[config.mk]
export PLATFORM = sky130hd
export DESIGN_NAME = cp0_exc_sequencer
export DESIGN_NICKNAME = d
export VERILOG_FILES = /design/src/rtl/cp0_exc_sequencer.sv
export SDC_FILE = /design/constraint.sdc
export NUM_CORES = 1
export LEC_CHECK = 0
export BUFFER_PORTS_ARGS = -buffer_cell sky130_fd_sc_hd__clkbuf_2
export CORE_MARGIN = 2
export CORE_UTILIZATION = 42
export DETAILED_ROUTE_END_ITERATION = 16
export GPL_TIMING_DRIVEN = 1
export PLACE_DENSITY = 0.82
export REMOVE_ABC_BUFFERS = 1
export SLEW_MARGIN = 20
export SYNTH_ARGS = -nofsm -noshare
export SYNTH_HDL_FRONTEND = slang
export SYNTH_SLANG_ARGS = --single-unit
[constraint.sdc]
create_clock -name cp0_clk -period 3.5 [get_ports cp0_clk]
set_input_delay 0.175 -clock cp0_clk [delete_from_list [all_inputs] [get_ports cp0_clk]]
set_output_delay 0.175 -clock cp0_clk [all_outputs]
set_load 0.1 [all_outputs]
[src/rtl/cp0_exc_sequencer.sv]
// Arbitrates exception entry, ERET and MTC0/MFC0 requests onto CP0's one-hot strobes,
// issues the PC redirect and tracks exception nesting depth.
module cp0_exc_sequencer #(
  parameter logic [31:0] EXC_VECTOR = 32'h0040_0004,
  parameter int          MAX_DEPTH  = 6
) (
  input  logic        cp0_clk,
  input  logic        cp0_rst,
  input  logic        exc_valid,
  input  logic [4:0]  exc_code,
  input  logic [31:0] exc_pc,
  input  logic        eret_valid,
  input  logic        acc_valid,
  input  logic        acc_write,
  input  logic [4:0]  acc_sel,
  input  logic [31:0] acc_wdata,
  input  logic [31:0] epc_in,
  output logic        ack,
  output logic        stall,
  output logic        cp0_ena,
  output logic        cp0_mfc0,
  output logic        cp0_mtc0,
  output logic        cp0_eret,
  output logic [31:0] cp0_addr,
  output logic [4:0]  cp0_cause,
  output logic [31:0] cp0_pc,
  output logic [31:0] cp0_data,
  output logic        rdata_valid,
  output logic        redirect,
  output logic [31:0] redirect_pc,
  output logic [2:0]  depth,
  output logic        err
);

  localparam logic [2:0] IDLE      = 3'd0;
  localparam logic [2:0] EXC_SAVE  = 3'd1;
  localparam logic [2:0] EXC_JUMP  = 3'd2;
  localparam logic [2:0] ERET_RD   = 3'd3;
  localparam logic [2:0] ERET_JUMP = 3'd4;
  localparam logic [2:0] ACC       = 3'd5;

  localparam logic [2:0] DEPTH_LIMIT = 3'(MAX_DEPTH);

  logic [2:0]  state_reg, state_next;
  logic [2:0]  depth_reg;
  logic [4:0]  code_reg;
  logic [31:0] pc_reg;
  logic [31:0] epc_reg;
  logic        write_reg;
  logic [4:0]  sel_reg;
  logic [31:0] wdata_reg;

  logic idle, code_ok;
  logic grant_exc, grant_eret, grant_acc;
  logic reject_exc, reject_eret;

  // Reset is folded into idle so ack/err stay low while cp0_rst is held.
  assign idle    = (state_reg == IDLE) && !cp0_rst;
  assign code_ok = (exc_code == 5'd8) || (exc_code == 5'd9) || (exc_code == 5'd13);

  assign grant_exc   = idle && exc_valid && code_ok && (depth_reg != DEPTH_LIMIT);
  assign reject_exc  = idle && exc_valid && !(code_ok && (depth_reg != DEPTH_LIMIT));
  assign grant_eret  = idle && !exc_valid && eret_valid && (depth_reg != 3'd0);
  assign reject_eret = idle && !exc_valid && eret_valid && (depth_reg == 3'd0);
  assign grant_acc   = idle && !exc_valid && !eret_valid && acc_valid;

  assign ack = grant_exc || grant_eret || grant_acc;
  assign err = reject_exc || reject_eret;

  always_comb begin
    state_next = state_reg;
    case (state_reg)
      IDLE: begin
        if (grant_exc)       state_next = EXC_SAVE;
        else if (grant_eret) state_next = ERET_RD;
        else if (grant_acc)  state_next = ACC;
      end
      EXC_SAVE:  state_next = EXC_JUMP;
      EXC_JUMP:  state_next = IDLE;
      ERET_RD:   state_next = ERET_JUMP;
      ERET_JUMP: state_next = IDLE;
      ACC:       state_next = IDLE;
      default:   state_next = IDLE;
    endcase
  end

  always_ff @(posedge cp0_clk or posedge cp0_rst) begin
    if (cp0_rst) begin
      state_reg <= IDLE;
      depth_reg <= 3'd0;
      code_reg  <= 5'd0;
      pc_reg    <= 32'd0;
      epc_reg   <= 32'd0;
      write_reg <= 1'b0;
      sel_reg   <= 5'd0;
      wdata_reg <= 32'd0;
    end else begin
      state_reg <= state_next;
      if (grant_exc) begin
        code_reg <= exc_code;
        pc_reg   <= exc_pc;
      end
      if (grant_acc) begin
        write_reg <= acc_write;
        sel_reg   <= acc_sel;
        wdata_reg <= acc_wdata;
      end
      if (state_reg == EXC_SAVE) depth_reg <= depth_reg + 3'd1;
      // CP0 has already popped STATUS at the falling edge; EPC is stable here.
      if (state_reg == ERET_RD) begin
        depth_reg <= depth_reg - 3'd1;
        epc_reg   <= epc_in;
      end
    end
  end

  always_comb begin
    cp0_ena     = cp0_rst;
    cp0_mfc0    = 1'b0;
    cp0_mtc0    = 1'b0;
    cp0_eret    = 1'b0;
    cp0_addr    = 32'd0;
    cp0_cause   = 5'd0;
    cp0_pc      = 32'd0;
    cp0_data    = 32'd0;
    rdata_valid = 1'b0;
    redirect    = 1'b0;
    redirect_pc = 32'd0;
    case (state_reg)
      EXC_SAVE: begin
        cp0_ena   = 1'b1;
        cp0_cause = code_reg;
        cp0_pc    = pc_reg;
      end
      EXC_JUMP: begin
        redirect    = 1'b1;
        redirect_pc = EXC_VECTOR;
      end
      ERET_RD: begin
        cp0_ena  = 1'b1;
        cp0_eret = 1'b1;
      end
      ERET_JUMP: begin
        redirect    = 1'b1;
        redirect_pc = epc_reg;
      end
      ACC: begin
        cp0_ena     = 1'b1;
        cp0_mtc0    = write_reg;
        cp0_mfc0    = !write_reg;
        cp0_addr    = {27'd0, sel_reg};
        cp0_data    = wdata_reg;
        rdata_valid = !write_reg;
      end
      default: ;
    endcase
  end

  assign stall = (state_reg != IDLE);
  assign depth = depth_reg;

endmodule
Word level (Yosys, flattened, before mapping). Index checks and enable logic that the tools add are counted.

Register bits after elaboration: 113. Input bits: 112. Output and inout bits: 145. Word-level logic and storage cells: 65.

Add/sub/neg operators: 2. Eq/ne operators: 10. Muxes and demuxes: 16. Reductions and logical operators: 29.

Operators with widths (count): 32-bit two-way mux (2); 32-bit one-hot mux with 2 select lines (1); 5-bit by 4-bit equality test with 1-bit output, second input constant (3); 3-bit two-way mux (5); 1-bit logical AND (12); 5-bit two-way mux (2); 3-bit one-hot mux with 3 select lines (1); 3-bit by 2-bit equality test with 1-bit output, second input constant (2); 3-bit equality test, second input constant (2); 3-bit zero test (2); 3-bit nonzero test (2); 1-bit zero test (5); 1-bit logical OR (5); 1-bit two-way mux (5); 4-bit inequality test, second input constant (1); 3-bit by 1-bit adder with 3-bit output, second input constant (1); 3-bit by 1-bit equality test with 1-bit output, second input constant (1); 3-bit inequality test, second input constant (1); 3-bit OR reduction (1); 3-bit by 1-bit subtractor with 3-bit output, second input constant (1); 2-bit nonzero test (1); 2-bit OR reduction (1).

Logic depth before layout (Yosys ltp).
Word-level depth: 9. Depth in mapped cells: 8. Mapped depth without buffers: 6.

Worst setup path before layout. No wires, ideal clock.

Path type: input -> output. From: input cp0_rst. To: output ack. Arrival: 4396 ps. Required time: 3325 ps. Slack: -1071 ps. Stages on the path: 3. Path buffers: 0. Path through: inv_1 -> nand2b_4 -> a31oi_1.

Cells in the longest elaborated chain, start to end: 7. Elaborated cells on any way between the ends: 12. Those cells by class: reduce/logical (12).

Ends and longest elaborated chain: start, declared (line 8) `input logic cp0_rst,`; 1-bit zero test (no line) (*); 1-bit logical AND (*) (line 58) `assign idle = (state_reg == IDLE) && !cp0_rst;`; 1-bit logical AND, on equally long branches (line 61, 63, 65); 1-bit logical AND, on equally long branches (2 in series) (line 61, 63); 1-bit logical OR (line 67) `assign ack = grant_exc || grant_eret || grant_acc;`; 1-bit logical OR (*) (line 67); end, declared (line 18) `output logic ack,`.

Every way passes the cells marked *; elsewhere a longest branch is shown, timed or not.

Worst setup path in the final report.
From: register state_reg[2]. To: output cp0_pc[6].

Cells in the longest elaborated chain, start to end: 2.

Ends and longest elaborated chain: start, declared (line 44) `logic [2:0] state_reg, state_next;`; start signal, assigned (line 98) `state_reg <= state_next;`; 3-bit by 1-bit equality test with 1-bit output (line 129) `case (state_reg)`; 32-bit two-way mux (line 129); end, declared (line 26) `output logic [31:0] cp0_pc,`.

Every way passes these cells.

==> impl_metrics.csv <==
group,metric,value,unit
timing,slew_violations,0,
worst_setup_path,slowest_delay,0.79,ns
layout,antenna_cells,0,
timing,tightest_slew,1.03,ns
global_routing,grt_max_degree,53,
synthesis,synth_area,0.00535,mm²
drt,drt_first_pass_iters,5,
floorplan,io_pins,257,
hold_path,min_from,"exc_pc[0]",
floorplan,start_util,0.428,
place,hpwl,8970,µm
timing,fin_crit,2.74,ns
power_and_ir_drop,p_clk_frac,0.319,
floorplan,die_area,0.0137,mm²
worst_setup_path,worstPathMaxFanout,37,
timing,finalHoldViolCount,0,
synthesis,ys_seq_elements,113,
layout,mostFrequentLayoutCells,"clkbuf_2, dfrtp_1, mux2_2",
power_and_ir_drop,ir_worst_vdd,0.000457,V
clock_tree,clock-sinks,113,
global_routing,antenna_found_initial,0,
hold_path,min_to,"pc_reg[0]",
layout,syn_to_final_growth,50.3,%
global_routing,grt.total_usage,0.200,
worst_setup_path,arrival,2.57,ns
clock_tree,cts_buffers,17,
power_and_ir_drop,p_seq_frac,0.362,
timing,fin_skew,0.00562,ns
worst_setup_path,cp-start-kind,"flop",
clock_tree,clockBufferDepth,2,
place,gp_congestion,0.796,
synthesis,synth_edf_count,0,
layout,nets,855,
worst_setup_path,timing.rr.start,"state_reg[0]",
timing,setup_viol,0,
worst_setup_path,ff2ff_path_depth,6,
timing,min_period_over_period,0.783,
timing,rsz0062_at_grt,"false",
layout,final_layout_size_suffix_gt1_frac,0.502,
worst_setup_path,critPathSlowestCell,"nor2_2",
clock_tree,htree_num_levels,4,
drt,ant_nets,0,
worst_setup_path,crit_required,3.32,ns
drt,drt_wl_total,14000,µm
job,drv_cap,0,
synthesis,synthFlopType,"dfrtp_1",
worst_setup_path,cp_top_family,"simple AND/OR/NAND/NOR gates",
power_and_ir_drop,p_switching,2090,µW
drt,wl_per_cell,15.1,µm
worst_setup_path,worstSetupEndpointType,"output port",
floorplan,die_width,117,µm
layout,final_common_cell,"clkbuf_2",
synthesis,postSynthCellCount,430,
clock_tree,clk-insertion-delay-late,0.40,ns
timing,fin_hold_ws,0.0200,ns
place,placed_cell_area,0.00654,mm²
global_routing,grt_overflow,0,
power_and_ir_drop,p_total,5930,µW
floorplan,fp-row-count,41,
synthesis,yosys_warnings,0,
timing,relSlewSlack,0.315,
synthesis,syn_area_per_cell,12.4,µm²
worst_setup_path,worstSetupPathType,"reg2out",
place,port_buffers,229,
worst_setup_path,r2r_end,"pc_reg[10]",
power_and_ir_drop,power_frac_comb,0.319,
floorplan,core_area,0.0125,mm²
power_and_ir_drop,leakage,0.00424,µW
timing,fmax,365,MHz
synthesis,yosys.cell_types.count,31,
global_routing,grt_pass1_vias,4420,
worst_setup_path,crit_buf_inv,1,
power_and_ir_drop,power.internal,3840,µW
clock_tree,root_buffer,"clkbuf_16",
floorplan,die_h,117,µm
layout,fin_area,0.00805,mm²
worst_setup_path,path_cells,"nand2b_1 -> nor2_2 -> and2_1 -> clkbuf_2",
drt,dr.first_iter.drc_count,182,
power_and_ir_drop,swShare,0.352,
run_status,status,"finished, final reports clean",
global_routing,grt_pass1_wl,20800,µm
power_and_ir_drop,power_density,737,mW/mm²
drt,drc,0,
synthesis,async_flop_share,1.00,
worst_setup_path,rrSetupSlack,1.13,ns
clock_tree,cts_resized,0,
clock_tree,path_clk_slew,0.05,ns
hold_path,hp-class,"in2reg",
hold_path,hold_depth,2,
timing,tns,0,ns
synthesis,ys_seq_area_frac,0.528,
layout,final_core_util,0.643,
drt,vias,4347,
drt,viasPerCell,4.69,
clock_tree,cts_tree,"yes",
[timing repair]
action	4_1_cts	5_1_grt
setup buffers	0	0
hold buffers	80	5
hold endpoints to repair	97	5
[synth_stat cells (all sizes together) (2+ instances only)]
master	n	area, µm²
or2	2	15.0
clkbuf	18	67.6
nor2b	4	25.0
xnor2	3	26.3
buf	36	269
nor3b	2	15.0
and3	38	238
dfrtp	113	2830
and2	67	419
nand2b	4	32.5
nand2	13	48.8
a21oi	3	15.0
nor2	5	26.3
mux2	104	1200
inv	6	22.5
a31oi	3	18.8
[routing by layer]
metal,global-route usage,routed length (µm),vias to the layer above
met3,0.0654,1010,37
met2,0.349,7160,203
met1,0.220,5360,2079
met4,0.101,437,0
met5,0,0,-
li1,-,-,2028
[how the worst max path moves through the flow]
| stage | start | to | cells past startpoint | slack, ns |
|---|---|---|---|---|
| final | state_reg[2] | cp0_pc[6] | 4 | 0.76 |
| after global routing | state_reg[2] | cp0_pc[6] | 4 | 0.52 |
| after CTS | state_reg[2] | cp0_pc[24] | 4 | 0.74 |
| after detailed placement | state_reg[0] | pc_reg[10] | 6 | 1.15 |
| after global placement | state_reg[0] | pc_reg[24] | 6 | 1.24 |
| after floorplan | cp0_rst | ack | 3 | -1.07 |
[cells by family after synthesis]
family,synth area share
adders and majority gates,0.00374
DFF,0.528
xor gates and xnor gates,0.00491
other,0.000701
muxes,0.225
and+or+nand+nor,0.157
buffers and inverters,0.0671
AOI/OAI and AO/OA,0.0133
[layout make-up]
| cell class | instances | area (µm²) |
|---|---|---|
| Clock buffer | 22 | 474 |
| Clock inverter | 10 | 180 |
| Fill cell | 916 | 4470 |
| Inverter | 6 | 25.0 |
| Multi-Input combinational cell | 283 | 2270 |
| Sequential cell | 113 | 2830 |
| Tap cell | 172 | 215 |
| Timing Repair Buffer | 321 | 2050 |
[through the flow]
stage	worst slack [ns]	std cells
floorplan	-1.07	402
global placement	1.24	810
CTS	0.735	922
finish	0.760	927
global route	0.523	927
detailed placement	1.15	810
[power groups by stage]
stage / clock, µW / sequential (µW) / combinational [µW]
2_1_floorplan: 0 / 2180 / 1400
3_3_place_gp: 0 / 2120 / 1760
3_5_place_dp: 0 / 2160 / 1830
4_1_cts: 1930 / 2140 / 1900
5_1_grt: 1990 / 2210 / 2000
6_report: 1890 / 2150 / 1890
Note: power is estimated with default switching activity, not from simulation.
